**src/rtl/pipe_stage_reg.sv**
```systemverilog
// pipe_stage_reg: parametrised inter-stage pipeline register with
// freeze, kill, bubble insertion and a saturating stall-cycle counter.
module pipe_stage_reg #(
    parameter int DATA_W = 32,
    parameter int CTRL_W = 4,
    parameter int DEPTH  = 1,
    parameter int CNT_W  = 16
) (
    input  logic              clk_i,
    input  logic              rst_i,
    input  logic              stall_i,
    input  logic              flush_i,
    input  logic              bubble_i,
    input  logic              valid_i,
    input  logic [DATA_W-1:0] data_i,
    input  logic [CTRL_W-1:0] ctrl_i,
    output logic              valid_o,
    output logic [DATA_W-1:0] data_o,
    output logic [CTRL_W-1:0] ctrl_o,
    output logic [CNT_W-1:0]  stall_cnt_o
);

    logic [DEPTH-1:0]             valid_q, valid_d;
    logic [DEPTH-1:0][DATA_W-1:0] data_q,  data_d;
    logic [DEPTH-1:0][CTRL_W-1:0] ctrl_q,  ctrl_d;
    logic [CNT_W-1:0]             cnt_q,   cnt_d;

    // Next-state for every slot; priority is kill, freeze, bubble, advance.
    always_comb begin
        valid_d = valid_q;
        data_d  = data_q;
        ctrl_d  = ctrl_q;
        cnt_d   = cnt_q;
        if (flush_i) begin
            valid_d = '0;
            data_d  = '0;
            ctrl_d  = '0;
        end else if (stall_i) begin
            if (cnt_q != {CNT_W{1'b1}}) begin
                cnt_d = cnt_q + 1'b1;
            end
        end else begin
            for (int k = 1; k < DEPTH; k++) begin
                valid_d[k] = valid_q[k-1];
                data_d[k]  = data_q[k-1];
                ctrl_d[k]  = ctrl_q[k-1];
            end
            if (bubble_i) begin
                valid_d[0] = 1'b0;
                data_d[0]  = '0;
                ctrl_d[0]  = '0;
            end else begin
                valid_d[0] = valid_i;
                data_d[0]  = data_i;
                ctrl_d[0]  = valid_i ? ctrl_i : '0;
            end
        end
    end

    // Slot registers and counter; reset overrides everything.
    always_ff @(posedge clk_i) begin
        if (rst_i) begin
            valid_q <= '0;
            data_q  <= '0;
            ctrl_q  <= '0;
            cnt_q   <= '0;
        end else begin
            valid_q <= valid_d;
            data_q  <= data_d;
            ctrl_q  <= ctrl_d;
            cnt_q   <= cnt_d;
        end
    end

    assign valid_o     = valid_q[DEPTH-1];
    assign data_o      = data_q[DEPTH-1];
    assign ctrl_o      = ctrl_q[DEPTH-1];
    assign stall_cnt_o = cnt_q;

endmodule

```
**config.mk**
```make
export PLATFORM = sky130hd
export DESIGN_NAME = pipe_stage_reg
export DESIGN_NICKNAME = d
export VERILOG_FILES = /design/src/rtl/pipe_stage_reg.sv
export SDC_FILE = /design/constraint.sdc
export NUM_CORES = 1
export LEC_CHECK = 0
export BUFFER_PORTS_ARGS = -buffer_cell sky130_fd_sc_hd__buf_2
export CAP_MARGIN = 20
export CORE_MARGIN = 1.5
export CORE_UTILIZATION = 50
export DETAILED_ROUTE_END_ITERATION = 16
export PLACE_DENSITY = 0.94
export RECOVER_POWER = 50
export SLEW_MARGIN = 20
export SYNTH_ARGS = -nofsm -noshare
export SYNTH_HDL_FRONTEND = slang
export SYNTH_SLANG_ARGS = --single-unit
export TNS_END_PERCENT = 5
```
**constraint.sdc**
```tcl
create_clock -name clk_i -period 5.5 [get_ports clk_i]
set_clock_uncertainty 0.1 [all_clocks]
set_input_delay 0.55 -clock clk_i [delete_from_list [all_inputs] [get_ports clk_i]]
set_output_delay 0.55 -clock clk_i [all_outputs]
set_load 0.05 [all_outputs]
```
[After elaboration in Yosys (flattened, before gate mapping)]
Index checks and enable logic that the tools add are counted.
Storage, ports and cells
  input bits: 42
  output and inout port bits: 53
  flip-flop bits (word level): 53
  word-level logic and storage cells: 13
Cells by class
  equality and inequality tests: 1
  bitwise gates (word level): 1
  muxes and demuxes: 4
  reductions and logical operators: 2
  add/sub/neg operators: 1
Operators with widths (count)
  32-bit 2-to-1 mux: 1
  16-bit by 1-bit adder with 16-bit output (second input constant): 1
  16-bit != test (second input constant): 1
  4-bit 2-to-1 mux: 2
  3-bit AND reduction: 1
  2-bit OR reduction: 1
  1-bit 2-to-1 mux: 1
  1-bit inverter: 1

[Depth between registers and ports, before layout]
Gate-level depths: netlist (run 1).
  depth in word-level cells: 2
  mapped depth: 6

[Worst setup path after synthesis (run 1)]
Ideal clock, no wire load.
  path type: reg2reg
  start: register cnt_q[0] (netlist: stall_cnt_o[0])
  end: register cnt_q[9] (netlist: stall_cnt_o[9])
  slack: 3.196 ns
  clock period less this slack: 2.304 ns
  arrival: 2.081 ns
  setup time: 0.123 ns
  stages on the path, launching flop included: 7
  cell sequence: dfxtp_1 > ha_1 > and4_1 > or3b_1 > buf_2 > nand4_1 > mux2_1
Between the ends
  cells in the longest elaborated chain, start to end: 2
Ends and longest elaborated chain
  from (decl): RTL line 26  | logic [CNT_W-1:0] cnt_q, cnt_d;
  from (signal assigned): RTL line 71  | cnt_q <= cnt_d;
  parallel branches: the longest is 2 deep, another holds 16-bit by 1-bit adder with 16-bit output
Several ways; the timed one is not identified.
A chain may end at the register's enable or synchronous reset.

[Worst setup path in the final report (run 1)]
  start: input port rst_i
  end: register data_q, in the netlist data_o[31]
Between the ends
  cells in the longest elaborated chain, start to end: 1
Ends and longest elaborated chain
  from (decl): RTL line 10  | input logic rst_i,
  2-bit OR reduction (no line)
  to (signal assigned): RTL line 69  | data_q <= data_d;
  to (decl): RTL line 24  | logic [DEPTH-1:0][DATA_W-1:0] data_q, data_d;
Every way passes these cells.

==> results of run 1 <==
==> critical path: stages <==
cell and delay (ps):
clkbuf_1 580, or2_0 1470, nor2_1 140
==> layout make-up <==
class / count / area (sq um) / share of cell area
Clock buffer: 6 / 72.6 / 0.0272
Clock inverter: 2 / 38.8 / 0.0146
Inverter: 4 / 15.0 / 0.00564
Multi-Input combinational cell: 165 / 1000 / 0.377
Sequential cell: 53 / 1060 / 0.398
Tap cell: 50 / 62.6 / 0.0235
Timing Repair Buffer: 94 / 410 / 0.154
==> cells in the mapped netlist, types with 4 or more instances <==
cell type,n,area [sq um]
nand3b_1,5,37.5
clkbuf_1,12,45.0
nor2_1,44,165
nand2_1,15,56.3
a21oi_1,11,55.1
nand3_1,4,20.0
a211oi_1,4,30.0
dfxtp_1,53,1060
a22oi_1,31,233
nor3_1,5,25.0
nor2b_1,4,25.0
==> flip-flops by register name, indices dropped and copies added (netlist names) <==
signal	count
data_o	32
stall_cnt_o	16
ctrl_o	4
valid_o	1
==> through the flow <==
stage,setup WS (ps),util
after global routing,2490,0.656
after floorplan,3200,-
after detailed placement,2910,0.643
final,2770,0.656
after CTS,3230,0.670
after global placement,2970,0.643
==> per-layer routing <==
metal  vias to the layer above  part of all wire
met5                         -                 0
met4                         0             0.013
met3                         6             0.080
met2                        82              0.50
met1                      1013              0.40
li1                       1033                 -
==> report_power, final <==
| part | internal (uW) | switching (uW) |
|---|---|---|
| clock | 137 | 126 |
| combinational | 25.3 | 56.0 |
| sequential | 391 | 5.73 |
| total | 553 | 188 |
==> logic make-up (layout without fill, tap and decap cells) <==
group / count (synthesis) / in the layout / share of synthesized area
DFF: 53 / 53 / 0.497
and+or+nand+nor: 97 / 97 / 0.231
muxes: 4 / 4 / 0.0205
AOI/OAI and AO/OA: 63 / 63 / 0.210
buffers and inverters: 19 / 106 / 0.0358
adders and majority gates: 1 / 1 / 0.00586
==> path summary, 6_finish.rpt <==
path,start,to,slack [ps],depth (start not counted)
hold reg to reg,ctrl_o[1],ctrl_o[1],370,2
hold / removal,data_i[27],data_o[27],370,3
setup reg to reg,stall_cnt_o[0],stall_cnt_o[9],3360,5
setup / recovery,rst_i,data_o[31],2770,3
==> metrics, run 1 <==
layout cells sized above 1 0.185; crit start category primary input; Cell Area, Synth 2130 sq um; synth warn 0; syn nets 280; IO Pins 95; number of CTS-inserted buffers 5; Clk Latency, worst-skew pair 300 ps; outcome complete, but fails checks; Crit Path Max Fanout 37; Post-synth EDFFs 0; Avg Inst Size Synth 9.00 sq um; clock sinks 53; RSZ-0062 raised after global routing false; register bit total from synthesis 53; Slew Viols, Final 38; Clock Tree Root clkbuf_8; Layout fillers 364; Total GRT Usage 0.231; DR iter-0 viols 126; GRT met2 Usage 0.417; Tot Pwr 741 uW; Routed WL 5310 um; initial antenna violation count 0; Worst Path Arrival 2750 ps; Worst slew margin -0.272; largest net degree at the start of global routing 47; Top FF cell, synth dfxtp_1; ANT cells 0; Required @ worst endpoint 5520 ps; area delta synth->final 24.9%; final setup fails 0; Die Ht 68.3 um; design area 2660 sq um; sequential area share after synthesis 0.497; ys async rst share 0; dpl hpwl 3840 um; Max Clk Rate 367 MHz; I/O Buffers 94; CTS tree done; failing checks capacitance limit, slew limit; H-tree depth 2; total die area 4670 sq um; Worst Setup End Kind register; commonest non-fill, non-tap cell in the layout dfxtp_1; Worst Path Class, Setup primary input to register; leak pwr 0.000977 uW; postcts setup bufs 0; Vias/cell 5.71; Die Wd 68.3 um; Max Cap Viol 1; Clk pin slew, worst setup/hold paths 90 ps; Fin Hold WS 367 ps; Mapped Cells 237; Tmin final 2730 ps; nets 366; Area after DPL 2610 sq um; row count 23; Pwr Density 278 nW/um^2; clk buf depth 2; vias after detailed routing 2134; first-pass GRT wire length 8170 um; met1 usage 0.254; setup TNS 0 ps; Peak VDD IR 239 uV; DRC 0; met3 Use GR 0.0789; unique cell type count in the Yosys netlist 43; vias in the first global route 1934; Period Utilization, post-route 0.496; Tightest Pin Transition 1910 ps; Core ar. 4060 sq um; gr busiest metal met2; ANT nets after route 0; Non-Filler Instances 374; WL/cell 14.2 um; Post-Place Cells 366; First-pass DRT Iterations 4; Hold Crit Class primary input to register; GRT overflow 0; final hold violation count 0; Hold-fix buffers, CTS 0; Starting Density 0.526; RD Place Congestion 0.958; most frequent cells in the layout dfxtp_1, clkbuf_1, buf_2; post-cts sizing count 0
Power figures use the tool's default switching activity.
==> run 2: changes to the inputs <==
--- a/config.mk
+++ b/config.mk
@@ -5,12 +5,13 @@
 export SDC_FILE = /design/constraint.sdc
 export NUM_CORES = 1
 export LEC_CHECK = 0
+export ABC_AREA = 1
 export BUFFER_PORTS_ARGS = -buffer_cell sky130_fd_sc_hd__buf_2
 export CAP_MARGIN = 20
 export CORE_MARGIN = 1.5
-export CORE_UTILIZATION = 50
+export CORE_UTILIZATION = 47
 export DETAILED_ROUTE_END_ITERATION = 16
-export PLACE_DENSITY = 0.94
+export PLACE_DENSITY = 0.89
 export RECOVER_POWER = 50
 export SLEW_MARGIN = 20
 export SYNTH_ARGS = -nofsm -noshare
==> constraint.sdc (replaced) <==
create_clock -name clk_i -period 2.75 [get_ports clk_i]
set_clock_uncertainty 0.1 [all_clocks]
set_input_delay 0.275 -clock clk_i [delete_from_list [all_inputs] [get_ports clk_i]]
set_output_delay 0.275 -clock clk_i [all_outputs]
set_load 0.05 [all_outputs]
==> run 2 against run 1 <==
Clock power up 70%. The flow still finishes with violations (capacitance limit, slew limit). Cell count grew 21%. Critical path type unchanged. Die area rose by 13%. Register-to-register slack got worse by 2200 ps. Synthesized cell count increased by 30%. Final area grew 5.4%. Core utilization fell by 5.8 points. Count of clock-buffer cells in the layout fell by 1. Via count up 3.8%. Sequential power rose by 99%. Worst hold slack lost 270 ps. Synthesized area up 6.4%.
==> metrics, run 2 <==
Layout fillers 458; WL/cell 11.6 um; ANT cells 0; Tmin final 2020 ps; met3 wire len 269 um; I/O Buffers 94; ANT nets after route 0; setup TNS 0 ps; Clk pin slew, worst setup/hold paths 100 ps; synth warn 0; clk buf depth 2; Post-synth EDFFs 0; Synth area leader dfxtp_1; syn nets 350; most frequent cells in the layout nand2_1, buf_2, dfxtp_1; H-tree depth 2; top post-synthesis cells by count nand2_1, dfxtp_1, a21oi_1; wl on met1 2380 um; Clk Latency, worst-skew pair 300 ps; nets 442; Hold-fix buffers, CTS 0; Tot Pwr 1380 uW; clock sinks 53; Largest register FFs 32; largest net degree at the start of global routing 38; register bit total from synthesis 53; Total GRT Usage 0.199; failing checks capacitance limit, slew limit; Starting Density 0.484; sequential area share after synthesis 0.467; IO Pins 95; DRC 0; Tightest Pin Transition 1540 ps; unique cell type count in the Yosys netlist 24; Pwr Density 493 nW/um^2; total die area 5250 sq um; outcome complete, but fails checks; Max Cap Viol 1; dpl hpwl 3820 um; leak pwr 0.00115 uW; Routed WL 5270 um; First-pass DRT Iterations 4; Worst Setup End Kind register; Peak VDD IR 292 uV; Slew Viols, Final 38; Mapped Cells 307; met2 routed WL 2580 um; top cells by area, synth dfxtp_1, nand2_1, a21oi_1; first-pass GRT wire length 8360 um; RSZ-0062 raised after global routing false; Worst Path Class, Setup primary input to register; post-synth top area share 0.467; GRT overflow 0; count leader, synth nand2_1; layout cells sized above 1 0.223; final setup fails 0; postcts setup bufs 0; Hold Crit Class primary input to register; Fin Hold WS 99.2 ps; row count 25; vias after detailed routing 2215; Worst Path Arrival 2040 ps; highest-delay cell along the critical path clkbuf_1; Worst slew margin -0.0282; Die Wd 72.5 um; Period Utilization, post-route 0.734; Die Ht 72.5 um; critical path's largest stage delay 1120 ps; CTS tree done; Vias/cell 4.88; crit start category primary input; Core ar. 4690 sq um; Max Clk Rate 495 MHz; RD Place Congestion 0.873; final hold violation count 0; area delta synth->final 23.8%; Cell Area, Synth 2270 sq um; vias in the first global route 1874; number of CTS-inserted buffers 5; commonest non-fill, non-tap cell in the layout nand2_1; Required @ worst endpoint 2770 ps; ys async rst share 0; Setup WS post-layout 730 ps; Crit Path Max Fanout 37; Top FF cell, synth dfxtp_1; Avg Inst Size Synth 7.39 sq um; Finished Core Util 0.599; Clock Tree Root clkbuf_8; crit-path cells clkbuf_1 > inv_1 > nand2_1 > clkbuf_1 > a21oi_1; pre-CTS setup slack 1130 ps; DR iter-0 viols 126; initial antenna violation count 0; post-cts sizing count 0; CP dominant cell by count clkbuf_1; DR top layer met4
==> run 2: changes by cell type after synthesis, sizes merged, moves of 8 or more <==
cell and change:
a21oi +37, nor2 -8, clkbuf -11, inv +13
buf +8, nand2 +95, nand3 +13, a22oi -31
==> run 2: power breakdown <==
group	internal (uW)	switching, uW
Combinational	45.5	104
Sequential	780	7.65
Clock	181	265
==> run 2: final cells by class <==
cell class	count	area, sq um	share of cell area
Timing Repair Buffer	97	457	0.163
Tap cell	54	67.6	0.0241
Sequential cell	53	1060	0.378
Multi-Input combinational cell	226	1070	0.382
Inverter	16	60.1	0.0214
Clock inverter	3	21.3	0.00757
Clock buffer	5	68.8	0.0245
==> run 2: final timing paths <==
path                  start         endpoint  slack (ps)  cells past startpoint
max reg2reg  stall_cnt_o[0]  stall_cnt_o[14]        1150                      8
max                   rst_i       data_o[19]         730                      5
min              data_i[10]       data_o[10]         100                      3
min reg2reg      data_o[15]       data_o[15]         360                      2
==> run 2: metal layers <==
layer	vias to the layer above	track usage
met3	4	0.0542
met1	990	0.251
met4	0	0.0587
li1	1164	-
met5	-	0
met2	57	0.334
==> run 2: cell families after synthesis <==
group | Yosys count | synth area share
flip-flops | 53 | 0.467
buffers and inverters | 28 | 0.0595
AND/OR/NAND/NOR | 170 | 0.338
AO/OA/AOI/OAI | 53 | 0.122
adder cells (fa/ha/maj) | 1 | 0.00551
XOR/XNOR | 2 | 0.00772
==> run 2: through the flow <==
stage | area, sq um | std cells
2_1_floorplan | 2270 | 307
3_3_place_gp | 2770 | 446
3_5_place_dp | 2770 | 446
4_1_cts | 2860 | 454
5_1_grt | 2810 | 454
6_report | 2810 | 454
==> run 2: worst max-delay path, delay by kind of cell <==
| kind | cells | cell delay (ps) |
|---|---|---|
| buffers and inverters | 3 | 1500 |
| AND/OR/NAND/NOR | 1 | 140 |
| AO/OA/AOI/OAI | 1 | 110 |
==> run 3: changes to the inputs <==
--- a/config.mk
+++ b/config.mk
@@ -9,9 +9,9 @@
 export BUFFER_PORTS_ARGS = -buffer_cell sky130_fd_sc_hd__buf_2
 export CAP_MARGIN = 20
 export CORE_MARGIN = 1.5
-export CORE_UTILIZATION = 47
+export CORE_UTILIZATION = 43
 export DETAILED_ROUTE_END_ITERATION = 16
-export PLACE_DENSITY = 0.89
+export PLACE_DENSITY = 0.86
 export RECOVER_POWER = 50
 export SLEW_MARGIN = 20
 export SYNTH_ARGS = -nofsm -noshare
==> constraint.sdc (replaced) <==
create_clock -name clk_i -period 1.65 [get_ports clk_i]
set_clock_uncertainty 0.1 [all_clocks]
set_input_delay 0.165 -clock clk_i [delete_from_list [all_inputs] [get_ports clk_i]]
set_output_delay 0.165 -clock clk_i [all_outputs]
set_load 0.05 [all_outputs]
==> run 3 against run 2 <==
The run now ends clean. Worst hold slack worse by 87 ps. Sequential power grew 66%. Critical path depth grew 3. Register-to-register slack lost 1000 ps. Combinational power is 95% higher. Routed wire length is 14% higher. Largest cell class unchanged. Highest routed layer unchanged.
==> metrics, run 3 (synthesis results as in run 2) <==
r2r worst-path depth 8; Die Wd 75.7 um; Layout fillers 465; critical path's largest stage delay 380 ps; leak pwr 0.00117 uW; number of CTS-inserted buffers 5; First-pass DRT Iterations 4; Total GRT Usage 0.208; Clock Tree Root clkbuf_8; Starting Density 0.444; Clk Latency, worst-skew pair 300 ps; vias in the first global route 2125; Peak VDD IR 494 uV; met2 routed WL 2840 um; final setup fails 0; DRC 0; HP Start data_i[25]; Period Utilization, post-route 0.918; ANT cells 0; Max Cap Viol 0; layout cells sized above 1 0.212; FF-to-FF setup slack 130 ps; Pwr Density 771 nW/um^2; Max Clk Rate 660 MHz; CP top delay family simple AND/OR/NAND/NOR gates; crit start category register; Core ar. 5110 sq um; Largest register FFs 32; highest-delay cell along the critical path dfxtp_4; met3 wire len 416 um; vias after detailed routing 2389; clock sinks 53; RSZ-0062 raised after global routing false; RD Place Congestion 0.942; Fin Hold WS 12.7 ps; Crit Path Max Fanout 7; CTS tree done; hold depth 3; Worst Path Arrival 1620 ps; total die area 5720 sq um; DR iter-0 viols 127; ANT nets after route 0; first-pass GRT wire length 9130 um; final hold violation count 0; dpl hpwl 4100 um; Buf/Inv on CP 0; Finished Core Util 0.594; row count 26; worst reg2reg path startpoint stall_cnt_o[0]; initial antenna violation count 0; CP dominant cell by count nor2_4; Tightest Pin Transition 630 ps; wl on met1 2680 um; Slew Viols, Final 0; Tmin final 1520 ps; Required @ worst endpoint 1750 ps; H-tree depth 2; commonest non-fill, non-tap cell in the layout nand2_1; Hold Crit Class primary input to register; I/O Buffers 94; Worst slew margin 0.582; Routed WL 5990 um; IO Pins 95; Clk pin slew, worst setup/hold paths 100 ps; Worst Path Class, Setup register to register; Worst Setup End Kind register; clk buf depth 2; WL/cell 12.3 um; Die Ht 75.7 um; setup TNS 0 ps; crit-path cells ha_1 > nand2_2 > nor2_4 > nand2_4 > nor2_4 > nor2_4 > a21oi_1 > nor2_1; outcome complete, no violations; GRT overflow 0; worst r2r dst stall_cnt_o[2]; most frequent cells in the layout nand2_1, clkbuf_1, a21oi_1; DR top layer met4; area delta synth->final 33.6%; Worst Hold End data_o[25]; largest net degree at the start of global routing 38; nets 461; Vias/cell 4.89
[run 3: cell count changes in the layout (fill, tap and decap cells not counted), moves of 11 or more]
cell and delta:
buf_2 -16, dfxtp_1 -13, dfxtp_2 +11, dlygate4sd3_1 +18
clkbuf_1 +15
[run 3: worst max path at each step]
stage          slack (ps)  depth (start not counted)               to            start
6_report              130                          8   stall_cnt_o[2]   stall_cnt_o[0]
5_1_grt                20                          7  stall_cnt_o[15]   stall_cnt_o[0]
4_1_cts                90                          8   stall_cnt_o[2]   stall_cnt_o[0]
3_5_place_dp          110                          8   stall_cnt_o[2]   stall_cnt_o[0]
3_3_place_gp          190                          6  stall_cnt_o[14]   stall_cnt_o[0]
2_1_floorplan           4                          6  stall_cnt_o[15]  stall_cnt_o[15]
[run 3: worst register-to-register path, stage by stage (launching register included)]
cell and delay [ps]:
dfxtp_4 380, ha_1 200, nand2_2 90, nor2_4 140, nand2_4 100, nor2_4 160, nor2_4 70, a21oi_1 120
nor2_1 60
[run 3: timing repair]
item / CTS / global route
endpoints found under the hold margin: 20 / 0
buffers inserted: 0 / 0
resized for setup: 0 / 3
hold buffers: 18 / 0
endpoints found under the setup margin: 0 / 5
[run 3: final cells by class]
type	instances	area, sq um	area share
multi-input combinational	226	1090	0.358
sequential	53	1080	0.357
timing repair buffer	116	628	0.207
tap	70	87.6	0.0289
clock buffer	5	68.8	0.0227
inverter	16	60.1	0.0198
clock inverter	3	20.0	0.00660
[run 3: report_power, final]
part	switching, uW	internal, uW	total [uW]
logic	186	106	292
clock network	432	304	736
registers	13.9	1300	1310
[run 3: routing by layer]
| metal | GRT usage | vias to the layer above |
|---|---|---|
| met4 | 0.0655 | 0 |
| met1 | 0.256 | 1085 |
| li1 | - | 1203 |
| met3 | 0.0794 | 6 |
| met2 | 0.337 | 95 |
| met5 | 0 | - |
[run 3: stage by stage]
step	total power [uW]	area (sq um)	std cells	setup WS (ps)
final	2340	3030	489	135
after global routing	2430	3030	489	18.6
after CTS	2360	3090	489	94.1
after detailed placement	1600	2820	463	110
after global placement	1600	2820	463	188
after floorplan	1510	2290	307	4.29
